**src/rtl/matrix_key_scan.sv**
```systemverilog
// rtl/matrix_key_scan.sv - 4x4 key matrix scanner with per-scan debounce and press strobe
module matrix_key_scan #(
    parameter int SCAN_DIV       = 1024,
    parameter int DEBOUNCE_SCANS = 4
) (
    input  logic        clk_i,
    input  logic        rst_i,
    input  logic [3:0]  row_i,
    output logic [3:0]  col_o,
    output logic [15:0] key_map_o,
    output logic        key_down_o,
    output logic [3:0]  key_code_o,
    output logic        key_valid_o
);

    localparam int DIV_W = $clog2(SCAN_DIV);
    localparam int MC_W  = $clog2(DEBOUNCE_SCANS + 1);
    localparam logic [DIV_W-1:0] DIV_LAST   = DIV_W'(SCAN_DIV - 1);
    localparam logic [MC_W-1:0]  MATCH_FULL = MC_W'(DEBOUNCE_SCANS);

    logic [3:0]       row_meta_q, row_sync_q;
    logic [1:0]       col_idx_q, col_idx_d;
    logic [DIV_W-1:0] div_cnt_q, div_cnt_d;
    logic [3:0]       col_q;
    logic [15:0]      scan_q, scan_d;
    logic [15:0]      prev_q, prev_d;
    logic [MC_W-1:0]  match_q, match_d;
    logic [15:0]      key_map_q, key_map_d;
    logic [15:0]      old_map_q;
    logic             key_down_q;
    logic [3:0]       key_code_q, key_code_d;
    logic             key_valid_q, key_valid_d;
    logic [15:0]      scan_full;
    logic [15:0]      new_keys;
    logic [3:0]       low_idx;

    always_comb begin
        col_idx_d = col_idx_q;
        div_cnt_d = div_cnt_q + DIV_W'(1);
        scan_d    = scan_q;
        prev_d    = prev_q;
        match_d   = match_q;
        key_map_d = key_map_q;
        scan_full = scan_q;
        scan_full[col_idx_q*4 +: 4] = ~row_sync_q;
        if (div_cnt_q == DIV_LAST) begin
            div_cnt_d = '0;
            col_idx_d = col_idx_q + 2'd1;
            scan_d    = scan_full;
            // Column 3 closes a full scan: run the debounce on the completed map.
            if (col_idx_q == 2'd3) begin
                prev_d = scan_full;
                if (scan_full == prev_q) begin
                    match_d = (match_q == MATCH_FULL) ? match_q : match_q + MC_W'(1);
                end else begin
                    match_d = MC_W'(1);
                end
                if (match_d == MATCH_FULL && scan_full != key_map_q) begin
                    key_map_d = scan_full;
                end
            end
        end
    end

    // Only newly set bits strobe; releases never do.
    always_comb begin
        new_keys = key_map_q & ~old_map_q;
        low_idx  = 4'd0;
        for (int i = 15; i >= 0; i--) begin
            if (new_keys[i]) begin
                low_idx = 4'(i);
            end
        end
        key_valid_d = |new_keys;
        key_code_d  = key_valid_d ? low_idx : key_code_q;
    end

    always_ff @(posedge clk_i or posedge rst_i) begin
        if (rst_i) begin
            row_meta_q  <= 4'hF;
            row_sync_q  <= 4'hF;
            col_idx_q   <= 2'd0;
            div_cnt_q   <= '0;
            col_q       <= 4'b1111;
            scan_q      <= '0;
            prev_q      <= '0;
            match_q     <= '0;
            key_map_q   <= '0;
            old_map_q   <= '0;
            key_down_q  <= 1'b0;
            key_code_q  <= 4'd0;
            key_valid_q <= 1'b0;
        end else begin
            row_meta_q  <= row_i;
            row_sync_q  <= row_meta_q;
            col_idx_q   <= col_idx_d;
            div_cnt_q   <= div_cnt_d;
            col_q       <= ~(4'b0001 << col_idx_q);
            scan_q      <= scan_d;
            prev_q      <= prev_d;
            match_q     <= match_d;
            key_map_q   <= key_map_d;
            old_map_q   <= key_map_q;
            key_down_q  <= |key_map_q;
            key_code_q  <= key_code_d;
            key_valid_q <= key_valid_d;
        end
    end

    assign col_o       = col_q;
    assign key_map_o   = key_map_q;
    assign key_down_o  = key_down_q;
    assign key_code_o  = key_code_q;
    assign key_valid_o = key_valid_q;

endmodule

```
**config.mk**
```make
export PLATFORM = sky130hd
export DESIGN_NAME = matrix_key_scan
export DESIGN_NICKNAME = d
export VERILOG_FILES = /design/src/rtl/matrix_key_scan.sv
export SDC_FILE = /design/constraint.sdc
export NUM_CORES = 1
export LEC_CHECK = 0
export ABC_AREA = 1
export CORE_MARGIN = 2
export CORE_UTILIZATION = 60
export CTS_CLUSTER_SIZE = 28
export DETAILED_ROUTE_END_ITERATION = 6
export HOLD_SLACK_MARGIN = 0.05
export PLACE_DENSITY = 0.81
export SLEW_MARGIN = 20
export SYNTH_ARGS = -nofsm -noshare
export SYNTH_HDL_FRONTEND = slang
export SYNTH_SLANG_ARGS = --single-unit
```
**constraint.sdc**
```tcl
create_clock -name clk_i -period 5.7 [get_ports clk_i]
set_input_delay 1.14 -clock clk_i [delete_from_list [all_inputs] [get_ports clk_i]]
set_output_delay 1.14 -clock clk_i [all_outputs]
set_load 0.005 [all_outputs]
```
==> results.txt, run 1 <==
- The run finished with clean final reports.
- Across the VDD grid, the largest voltage drop is between 150 and 200 uV.
- From synthesis to final layout, the design area changed by 12.2%.
* GRT Overall Usage: 0.256
- TritonCTS clock tree: yes
- Remaining antenna violation count after routing: 0
- Clock buffers created by TritonCTS: 9
- Count of buffers inserted at the top-level ports: 31
* Cts hold-fix bufs: 0
- Setup crit start kind: register
- The critical path is of the register to register type.
- Syn. warnings: 0
- In this run the count of I/O pins placed on the die edge is 32.
- The share of total power dissipated in sequential elements is 0.620.
- Once placement completed, the tool counted placed cells totaling 708.
- The average instance in the mapped netlist occupies 8.12 sq um.
* Routed len/inst: 13.9 um
* Final number of setup-violating endpoints: 0
- Clock Sink Count: 97
* Required time at the endpoint of the critical path: slightly below 6 ns
- Die Span Y: roughly 93 um
* First-pass GRT wire length: around 17 mm
- Power per cell area: 211 nW/um^2
- Final estimated routing congestion in global placement: ~0.9
* Number of endpoints with negative hold slack in the final report: 0
- After synthesis, the share of flip-flops with an asynchronous set or reset is 1.00.
- Number of buffers on the longest clock path: 2
* EDFF count, synth: 0
- Of the total power, combinational logic draws 0.025.
* Worst rel slew slack: 0.421
- Initial Util: 0.615
- The analysis attributes to net switching a power of 0.248 mW.
- Number of design-rule violations left by the first detailed-router iteration: 240
- In this run the standard cell core region covers around 7700 sq um.
- From left edge to right edge, the die measures between 90 and 100 um.
- Switching power share of the total: 0.222
- The H-tree generated during clock tree synthesis spans 3 levels.
* Total count of max-transition violations in the final report: 0
* Insertion delay of the later-clocked pin in the worst-skew pair: ~0.36 ns
- Arrival time of the worst setup path: between 3 and 4 ns
* Final WL: between 10 and 15 mm
- Of the total power, the clock network draws 0.355.
* Placement Rows: 32
- In this run the clock root is driven by a sky130_fd_sc_hd__clkbuf_8.
* Max cap viols: 0
- In the final layout, the share of cells above drive strength 1 is 0.125.
* Total Power: 1.12 mW
* Antenna cell count: 0
- Post-Synthesis Cell Area: 4720 sq um
- Fraction of the cycle the final worst path needs: 0.522
- Cell internal pwr: 0.871 mW
- After detailed routing, the number of vias per cell comes to roughly 5.3.
- After synthesis, the cell types taking the most area are sky130_fd_sc_hd__dfrtp_1 45%, sky130_fd_sc_hd__nand2_1 16%, sky130_fd_sc_hd__dfstp_2 6.7%.
- Leading area contributor after synthesis: sky130_fd_sc_hd__dfrtp_1
- Share of synthesized area occupied by flip-flops and latches: 0.517
* CP Capture Type: register
- Synthesis inferred 97 register bits.
* Die outline area: between 8000 and 9000 sq um
- The initial antenna violation count came to 0.
- Setup repair after global routing left no endpoint under its margin.
- Ranking of synthesized cells by instance count: 203 x sky130_fd_sc_hd__nand2_1, 85 x sky130_fd_sc_hd__dfrtp_1, 64 x sky130_fd_sc_hd__inv_1, 40 x sky130_fd_sc_hd__o21ai_0
- The path class of the tightest hold or removal check is register to register.
* Achievable Freq: 336 MHz
- Detailed Place HPWL: ~7.5 mm
- Total overflow reported by the global router: 0
- For this run, the number of standard cells in the final layout without fillers is approximately 720.
* Via count of the first global-routing pass: between 3000 and 4000
- When the netlist entered floorplanning its net count stood at approximately 600.
- Top layer reached by signal wires: met4
- Once placement finished, the instance area stood at about 5100 sq um.
* CTS resizes: 0
- The first detailed-routing pass ran for 5 iterations.
- Post-layout minimum cycle time: 2.98 ns
* Number of instances in the synthesized netlist: 582
- The most common cell in the synthesized netlist is sky130_fd_sc_hd__nand2_1.
- The number of different library cells used by synthesis comes to 36.
- Met2 wire len: a little under 5 mm
- Post-Route Skew: about 0.0064 ns
* Metal-1 WL: ~4.6 mm
- Finished Cell Area: around 5300 sq um
* Count of unresolved DRC violations after routing: 0
- Largest fanout on the critical path: 17
* Ys flop type: sky130_fd_sc_hd__dfrtp_1
- Post-Route Utilization: 0.689
- The final layout contains around 630 nets.
- For the pin with the worst max-slew slack, the measured transition is between 0.8 and 0.9 ns.
- Setup TNS Final: 0 ns
- Pleak: roughly 2.7 nW
- Summed over all nets, wire length on met3 after detailed routing comes to about 370 um.
- The routed layout has 3828 vias.
* CTS clk-pin slew, worst paths: approximately 0.09 ns
- Pin count of the biggest net entering global routing: 62
* Area share of the largest cell type after synthesis: 0.450
- Post-CTS Setup Repair Bufs: 0
==> power by group through the flow <==
| stage | combinational [mW] | sequential, mW | clock, mW |
|---|---|---|---|
| 2_1_floorplan | 0.0177 | 0.707 | 0 |
| 3_3_place_gp | 0.0283 | 0.707 | 0 |
| 3_5_place_dp | 0.0288 | 0.707 | 0 |
| 4_1_cts | 0.0289 | 0.694 | 0.401 |
| 5_1_grt | 0.0326 | 0.694 | 0.431 |
| 6_report | 0.0279 | 0.694 | 0.398 |
==> final timing paths <==
path,startpoint,cells after the start,end,slack [ns]
min in group asynchronous,rst_i,2,key_valid_o$_DFF_PP0_,1.26
max in group asynchronous,rst_i,3,row_sync_q[2]$_DFF_PP1_,3.48
hold / removal,row_meta_q[1]$_DFF_PP1_,0,row_sync_q[1]$_DFF_PP1_,0.36
setup / recovery,col_idx_q[0]$_DFFE_PP0N_,16,key_map_o[8]$_DFFE_PP0P_,2.72
hold reg to reg,row_meta_q[1]$_DFF_PP1_,0,row_sync_q[1]$_DFF_PP1_,0.36
setup reg to reg,col_idx_q[0]$_DFFE_PP0N_,16,key_map_o[8]$_DFFE_PP0P_,2.72
==> through the flow <==
stage	hold slack, ns	setup WS (ns)
floorplan	0.345	2.05
global placement	0.346	2.86
detailed placement	0.349	2.78
CTS	0.361	2.75
global route	0.368	2.42
finish	0.358	2.72
==> cell usage in the layout, fill, tap and decap left out, types with 2 or more instances in the layout <==
| cell type | n |
|---|---|
| sky130_fd_sc_hd__nand2_1 | 203 |
| sky130_fd_sc_hd__dfrtp_1 | 85 |
| sky130_fd_sc_hd__inv_1 | 63 |
| sky130_fd_sc_hd__o21ai_0 | 40 |
| sky130_fd_sc_hd__nand3_1 | 38 |
| sky130_fd_sc_hd__nor2_1 | 38 |
| sky130_fd_sc_hd__clkdlybuf4s50_1 | 31 |
| sky130_fd_sc_hd__or2_2 | 14 |
| sky130_fd_sc_hd__nand2_2 | 14 |
| sky130_fd_sc_hd__dfstp_2 | 12 |
| sky130_fd_sc_hd__xor2_1 | 11 |
| sky130_fd_sc_hd__clkbuf_8 | 10 |
| sky130_fd_sc_hd__inv_2 | 8 |
| sky130_fd_sc_hd__ha_1 | 8 |
| sky130_fd_sc_hd__nor2_2 | 4 |
| sky130_fd_sc_hd__nor4_1 | 4 |
| sky130_fd_sc_hd__clkbuf_1 | 4 |
| sky130_fd_sc_hd__nand2_4 | 3 |
| sky130_fd_sc_hd__nor2_4 | 3 |
| sky130_fd_sc_hd__a21oi_1 | 3 |
| sky130_fd_sc_hd__nand4_1 | 3 |
| sky130_fd_sc_hd__clkinv_1 | 2 |
| sky130_fd_sc_hd__inv_4 | 2 |
| sky130_fd_sc_hd__xnor2_1 | 2 |
| sky130_fd_sc_hd__nor3_1 | 2 |
| sky130_fd_sc_hd__clkinvlp_4 | 2 |
| sky130_fd_sc_hd__buf_4 | 2 |
==> worst max-delay path, cell delays in order, from the launching register on <==
cell and delay (ns):
sky130_fd_sc_hd__dfrtp_1 0.47, sky130_fd_sc_hd__inv_2 0.13, sky130_fd_sc_hd__ha_1 0.40, sky130_fd_sc_hd__nor3_2 0.28, sky130_fd_sc_hd__nand2_1 0.13, sky130_fd_sc_hd__nand2_2 0.16, sky130_fd_sc_hd__inv_2 0.07, sky130_fd_sc_hd__nand2_1 0.06
sky130_fd_sc_hd__nand2_1 0.05, sky130_fd_sc_hd__nor2_1 0.10, sky130_fd_sc_hd__nand2_1 0.08, sky130_fd_sc_hd__nor2_2 0.13, sky130_fd_sc_hd__nand2_1 0.11, sky130_fd_sc_hd__nor2_4 0.34, sky130_fd_sc_hd__nand2_4 0.20, sky130_fd_sc_hd__nand2_1 0.12
sky130_fd_sc_hd__nand2_1 0.05
==> routing by layer <==
metal | vias up | track usage
met5 | - | 0
met4 | 0 | 0.0968
met3 | 18 | 0.0407
met2 | 97 | 0.420
met1 | 1846 | 0.347
li1 | 1867 | -
==> kinds of logic (layout without fill, tap and decap cells) <==
family,count (synthesis),count (layout),synth area share
xor gates and xnor gates,13,13,0.0241
adders and majority gates,8,8,0.0212
and+or+nand+nor,331,331,0.312
DFF,97,97,0.517
AOI/OAI and AO/OA,49,49,0.0548
buffers and inverters,84,124,0.0704
==> layout make-up <==
type,count,area (sq um)
multi-input cells,401,1950
clock inverters,2,15.0
inverters,75,287
flip-flops and latches,97,2440
fillers,631,2390
clock buffers,14,153
well taps,102,128
repair buffers,33,325
==> registers in the layout, summed over array words and instances (netlist names), 10 cells and up <==
register / flops
scan_q: 16
div_cnt_q: 10
old_map_q: 16
prev_q: 16
key_map_o: 16
Note: power is estimated with default switching activity, not from simulation.
==> inputs of run 2 (changes only) <==
- CORE_UTILIZATION: 60 -> 59
- PLACE_DENSITY: 0.81 -> 0.8
- clock period: 5.7 -> 2.8 ns (I/O delays scaled with it)
==> results.txt, run 2 (same netlist as run 1, synthesis figures left out) <==
- Largest fanout on the critical path: 16
* I/O pin total: 32
* Least setup slack across all paths after layout: 0.167 ns
* Status: completed
- Slowest cell on the critical path: sky130_fd_sc_hd__dfrtp_1
* Multi-input gate area: 1970 sq um
- Finished Layout Cells: 732
- Row generation in the floorplan step produced 32 rows.
* Fill cell instance count of the final layout: 610
- In the final layout, the share of cells above drive strength 1 is 0.151.
* Cell internal pwr: about 2 mW
- Category of the most critical setup path: register to register
- CP Capture Type: register
- After detailed routing, the met3 layer carries around 550 um of wire.
- Final estimated routing congestion in global placement: 0.932
- Cell Count Post-Placement: between 700 and 800
* Insertion delay of the later-clocked pin in the worst-skew pair: approximately 0.37 ns
- Hold repair after CTS inserted 0 buffers.
- The final number of max-transition violations is 0.
* Root cell of the clock tree: sky130_fd_sc_hd__clkbuf_8
- Initial Util: 0.611
- In this run the tightest slew margin relative to its limit is 0.615.
* Tightest Hold Check Type: register to register
* Cells along the critical path: inv_1, ha_1, inv_1, nand2_1, nor2_1, nand2_1, nand2_2, inv_2, nand2_1, nand2_1, nor2_1, nand2_1, nor2_2, nand3_2, nor2_8, nand2_4, nand2_1, nand2_1
- Number of H-tree levels: 3
- Area delta synth->final: 16.7%
- Top layer reached by signal wires: met4
- In the final routed layout, each cell accounts on average for ~15 um.
- Initial antenna violation count: 0
* Total overflow reported by the global router: 0
- The clock period could shrink to roughly 2.6 ns.
- The share of total power dissipated in sequential elements is 0.546.
* Fraction of the cycle the final worst path needs: 0.940
- Final number of setup-violating endpoints: 0
- Achievable Freq: about 380 MHz
- For the worst flop-to-flop path, the logic depth is 18.
- Arrival time of the worst setup path: between 2 and 3 ns
* Share of power burned in combinational logic: 0.025
- Once placement finished, the instance area stood at 5220 sq um.
* Required time at the endpoint of the critical path: between 3 and 4 ns
* Final WL: 11.0 mm
- Detailed Place HPWL: roughly 8 mm
- The net count of the finished layout is approximately 640.
- Of the total power, the clock network draws 0.429.
- Count of unresolved DRC violations after routing: 0
- After clock tree synthesis, the clock-pin slew on the worst setup and hold paths is approximately 0.10 ns.
* Area taken by flip-flops and latches: ~2400 sq um
- Via count of the first global-routing pass: approximately 4000
- Detail-routed via count per cell: between 5 and 6
- In this run the deepest clock path goes through 2 buffers.
* Setup crit start kind: register
* Die Span Y: slightly above 90 um
* Die outline area: 8740 sq um
* Number of endpoints with negative hold slack in the final report: 0
* Worst hold slack: 0.359 ns
* First-pass GRT wire length: 18.2 mm
- Commonest cells after routing, fill and taps aside: 203 x sky130_fd_sc_hd__nand2_1, 84 x sky130_fd_sc_hd__dfrtp_1, 63 x sky130_fd_sc_hd__inv_1
- Cell family contributing the most delay on the critical path: simple AND/OR/NAND/NOR gates
- Met2 wire len: approximately 5.7 mm
- Crit-path max cell delay: 0.39 ns
* Power per cell area: about 470 nW/um^2
- Of the total power, the share spent switching nets is 0.214.
- WHS Path Cells: 0
- The analysis attributes to cell leakage a power of 2.78 nW.
- Detailed routing inserted a total of ~4000 vias.
- In the final routing, the length of wire on met1 measures ~4.5 mm.
- Core box area: approximately 7700 sq um
- TritonCTS built the clock tree.
- Once layout is done, the placed cells without fillers occupy around 5500 sq um.
- Clock Sink Count: 97
- Maximum vdd ir drop: about 360 uV
- At the placement stage, the worst setup path has a slack of around 0.050 ns.
- Switching power of the nets: between 0.5 and 0.6 mW
- Total Power: about 2.6 mW
- Clock buffers created by TritonCTS: 9
- The critical path contains buffers and inverters numbering 3 combined.
- In this design, the critical path's most frequently occurring cell is sky130_fd_sc_hd__nand2_1.
* GRT Overall Usage: 0.272
- Horizontal extent of the die: a little over 90 um
* Antenna cell count: 0
- Entering global routing, the biggest net connects 39 pins.
* Count of buffers inserted at the top-level ports: 31
- The library cell used most frequently in the layout, excluding fill and tap cells, is sky130_fd_sc_hd__nand2_1.
- For this run, the detailed router's first-pass iteration total came to 4.
- Once detail routing completed, the nets flagged for antenna violations numbered 0.
- Max cap viols: 0
- Post-Route Skew: 0.0160 ns
* Measured slew at the worst slew-check pin: 0.576 ns
- Stages on the worst setup path: 18
- In this run, the number of DRC markers left after iteration 0 of detailed routing was between 200 and 250.
run 2: changes by cell type in the layout (fill, tap and decap cells not counted), moves of 2 or more:
cell                        before  now
sky130_fd_sc_hd__nor2_2          4    6
sky130_fd_sc_hd__inv_6           0    3
sky130_fd_sc_hd__nor2_1         38   36
sky130_fd_sc_hd__buf_12          0    3
sky130_fd_sc_hd__bufinv_16       0    3
sky130_fd_sc_hd__buf_4           2    6
sky130_fd_sc_hd__clkbuf_1        4    0
run 2: area by class of cell:
type / count / share of cell area
Inverter: 75 / 0.0533
Timing Repair Buffer: 41 / 0.0774
Tap cell: 102 / 0.0232
Clock buffer: 9 / 0.0225
Clock inverter: 7 / 0.0225
Sequential cell: 97 / 0.443
Multi-Input combinational cell: 401 / 0.358
run 2: what timing repair did:
action | in CTS | in global routing
resized for setup | 0 | 9
setup endpoints to repair | 0 | 16
setup buffers | 0 | 2
run 2: path summary, 6_finish.rpt:
| kind | start | to | slack [ns] |
|---|---|---|---|
| worst max register to register | col_idx_q[1]$_DFFE_PP0N_ | key_map_o[2]$_DFFE_PP0P_ | 0.17 |
| worst max-delay path | col_idx_q[1]$_DFFE_PP0N_ | key_map_o[2]$_DFFE_PP0P_ | 0.17 |
| worst min register to register | row_meta_q[1]$_DFF_PP1_ | row_sync_q[1]$_DFF_PP1_ | 0.36 |
| max in group asynchronous | rst_i | row_sync_q[2]$_DFF_PP1_ | 1.56 |
| worst min-delay path | row_meta_q[1]$_DFF_PP1_ | row_sync_q[1]$_DFF_PP1_ | 0.36 |
| min in group asynchronous | rst_i | key_code_o[0]$_DFFE_PP0P_ | 0.59 |
run 2: per-layer routing:
metal  track usage  vias up
met5             0        -
met4         0.114        0
met3        0.0395       21
met2         0.473      128
met1         0.340     1936
li1              -     1887
run 2: power by group through the flow:
stage / Sequential (mW) / Clock (mW) / Combinational, mW
2_1_floorplan: 1.44 / 0 / 0.0364
3_3_place_gp: 1.44 / 0 / 0.0648
3_5_place_dp: 1.44 / 0 / 0.0657
4_1_cts: 1.41 / 1.12 / 0.0664
5_1_grt: 1.41 / 1.17 / 0.0735
6_report: 1.41 / 1.11 / 0.0647
run 2: worst register-to-register path: stages (launching register included):
cell	delay, ns
sky130_fd_sc_hd__dfrtp_1	0.39
sky130_fd_sc_hd__inv_1	0.13
sky130_fd_sc_hd__ha_1	0.21
sky130_fd_sc_hd__inv_1	0.11
sky130_fd_sc_hd__nand2_1	0.11
sky130_fd_sc_hd__nor2_1	0.20
sky130_fd_sc_hd__nand2_1	0.14
sky130_fd_sc_hd__nand2_2	0.14
sky130_fd_sc_hd__inv_2	0.06
sky130_fd_sc_hd__nand2_1	0.06
sky130_fd_sc_hd__nand2_1	0.05
sky130_fd_sc_hd__nor2_1	0.09
sky130_fd_sc_hd__nand2_1	0.07
sky130_fd_sc_hd__nor2_2	0.11
sky130_fd_sc_hd__nand3_2	0.16
sky130_fd_sc_hd__nor2_8	0.18
sky130_fd_sc_hd__nand2_4	0.15
sky130_fd_sc_hd__nand2_1	0.12
sky130_fd_sc_hd__nand2_1	0.06
run 2: per-stage QoR:
stage,TNS [ns],utilization
floorplan,0,-
global placement,0,0.675
detailed placement,0,0.675
CTS,0,0.707
global route,-0.00936,0.713
finish,0,0.713
==> inputs of run 3 (changes only) <==
- CORE_UTILIZATION: 59 -> 25
- CTS_CLUSTER_SIZE: 28 -> 8
- PLACE_DENSITY: 0.8 -> unset
==> results.txt, run 3 (same netlist as run 1, synthesis figures left out) <==
- Minimum setup slack after placement: approximately 0.10 ns
* Die Span Y: approximately 140 um
- Setup slack of the worst register-to-register path: between 0.2 and 0.3 ns
- Pin count of the biggest net entering global routing: 34
- Largest fanout on the critical path: 16
* Detail-routed via count per cell: between 4 and 5
- The HPWL after detailed placement is 8.23 mm.
- Number of design-rule violations left by the first detailed-router iteration: 250
* Die outline area: between 20000 and 25000 sq um
- In this run the power density over the cells is roughly 480 nW/um^2.
- Remaining antenna violation count after routing: 0
* Share of power burned in combinational logic: 0.024
- TritonCTS built the clock tree.
- Area delta synth->final: 21.1%
* CTS clk-pin slew, worst paths: about 0.070 ns
* Cell family contributing the most delay on the critical path: simple AND/OR/NAND/NOR gates
- The number of antenna diodes in the final layout is 0.
- Number of buffers on the longest clock path: 2
- Number of endpoints with negative hold slack in the final report: 0
- The routed design has ~11 mm of wire.
- The first detailed-routing pass ran for 5 iterations.
- Pleak: approximately 2.8 nW
- Post-Route Skew: 0.00947 ns
- Least setup slack across all paths after layout: ~0.28 ns
- GRT Overall Usage: 0.121
- Maximum vdd ir drop: around 200 uV
* Setup crit start kind: register
- Cell internal pwr: 2.15 mW
* Via count: 3693
- Core box area: approximately 19000 sq um
* Crit path buf inv count: 2
- Finished Layout Cells: between 800 and 900
- Setup TNS Final: 0 ns
- Among the stages of the critical path, the cell type that occurs most often is sky130_fd_sc_hd__nand2_1.
* First-pass GRT wire length: 18.8 mm
- Of the total power, the clock network draws 0.460.
- For this configuration, the core starts out at a cell density of 0.253.
* Fraction of the cycle the final worst path needs: 0.900
- Arrival time of the worst setup path: around 2.8 ns
- For this run, design rule violations remaining after detail routing come to 0.
* Worst rel slew slack: 0.670
- Commonest cells after routing, fill and taps aside: 203 x sky130_fd_sc_hd__nand2_1, 85 x sky130_fd_sc_hd__dfrtp_1, 63 x sky130_fd_sc_hd__inv_1
- Total count of max-transition violations in the final report: 0
- Post-Route Utilization: 0.307
* Via count of the first global-routing pass: about 3600
- Pin placement for this block handled 32 I/O pins.
- Derived from the worst setup path, the maximum achievable clock frequency is between 300 and 400 MHz.
* Setup repair after global routing missed its margin: false
* Final number of setup-violating endpoints: 0
- Switching power of the nets: between 0.5 and 0.6 mW
- At the end of routability-driven placement, the weighted congestion stood at between 0.8 and 0.9.
- Leaving out fill and tap cells, the most frequent cell in the layout is sky130_fd_sc_hd__nand2_1.
- In this run the worst hold path is classified as register to register.
* Total overflow reported by the global router: 0
* Horizontal extent of the die: approximately 140 um
- Of the total power, the share spent switching nets is 0.216.
- Insertion delay of the later-clocked pin in the worst-skew pair: between 0.3 and 0.4 ns
* Clock buffers created by TritonCTS: 9
* Number of H-tree levels: 3
- Clock tree synthesis found a total of just under 100 sinks.
- The slowest stage of the critical path belongs to the cell sky130_fd_sc_hd__dfrtp_1.
* Status: completed
* Measured slew at the worst slew-check pin: ~0.49 ns
- The largest single stage delay on the critical path is 0.40 ns.
* Routed len/inst: about 13 um
- The critical path is of the register to register type.
* Final Net Count: roughly 640
- Root cell of the clock tree: sky130_fd_sc_hd__clkbuf_16
- Cell Count Post-Placement: 849
* Max cap viols: 0
* Cells along the critical path: inv_1, ha_2, nor3_4, nand2_1, nand2_2, inv_2, nand2_1, nand2_1, nor2_1, nand2_1, nor2_4, nand2_1, nor2_4, nand2_4, nand2_1, nand2_1
- CP Capture Type: register
- Post-layout minimum cycle time: 2.52 ns
- Count of buffers inserted at the top-level ports: 31
- The number of hold buffers added after CTS was 0.
- At the worst endpoint, the required time is just over 3 ns.
* Share of power burned in registers: 0.516
- Placement Rows: 50
- Initial antenna violation count: 0
- In the final layout, the share of cells above drive strength 1 is 0.147.
==> run 3: cell types whose count changed in the layout (fill, tap and decap cells not counted), sizes merged <==
cell	change
buf	+2
clkinvlp	-1
bufinv	-2
clkbuf	+2
inv	-2
clkinv	+2
==> run 3: routing by layer <==
layer  part of all wire  track usage
met5                  0            0
met4              0.015       0.0400
met3              0.044       0.0300
met2               0.47        0.200
met1               0.47        0.157
==> run 3: timing repair <==
item	in CTS	in global routing
buffers inserted	0	1
resized for setup	0	7
setup endpoints to repair	0	16
==> run 3: through the flow <==
stage	hold slack [ns]	power (mW)	instance area (sq um)
final	0.355	2.74	5720
after global routing	0.364	2.83	5720
after CTS	0.357	2.78	5690
after detailed placement	0.348	1.51	5390
after global placement	0.346	1.51	5390
after floorplan	0.345	1.48	4730
==> run 3: path summary, 6_finish.rpt <==
check                                           endpoint                     start  depth (start not counted)
worst max-delay path            key_map_o[3]$_DFFE_PP0P_  col_idx_q[1]$_DFFE_PP0N_                         16
worst min-delay path             row_sync_q[1]$_DFF_PP1_   row_meta_q[1]$_DFF_PP1_                          0
worst max register to register  key_map_o[3]$_DFFE_PP0P_  col_idx_q[1]$_DFFE_PP0N_                         16
worst min register to register   row_sync_q[1]$_DFF_PP1_   row_meta_q[1]$_DFF_PP1_                          0
max in group asynchronous        row_meta_q[0]$_DFF_PP1_                     rst_i                          3
min in group asynchronous          scan_q[5]$_DFFE_PP0N_                     rst_i                          2
==> run 3: power by group through the flow <==
stage                     registers, mW  logic [mW]  clock network, mW
after detailed placement           1.44      0.0674                  0
final                              1.41      0.0646               1.26
after CTS                          1.41      0.0676               1.29
after floorplan                    1.44      0.0364                  0
after global placement             1.44      0.0681                  0
after global routing               1.41      0.0744               1.34
==> run 3: layout make-up <==
class | count | area, sq um
Fill cell | 1977 | 12900
Multi-Input combinational cell | 401 | 1970
Inverter | 75 | 294
Timing Repair Buffer | 43 | 425
Sequential cell | 97 | 2440
Tap cell | 234 | 293
Clock buffer | 11 | 243
Clock inverter | 4 | 52.6
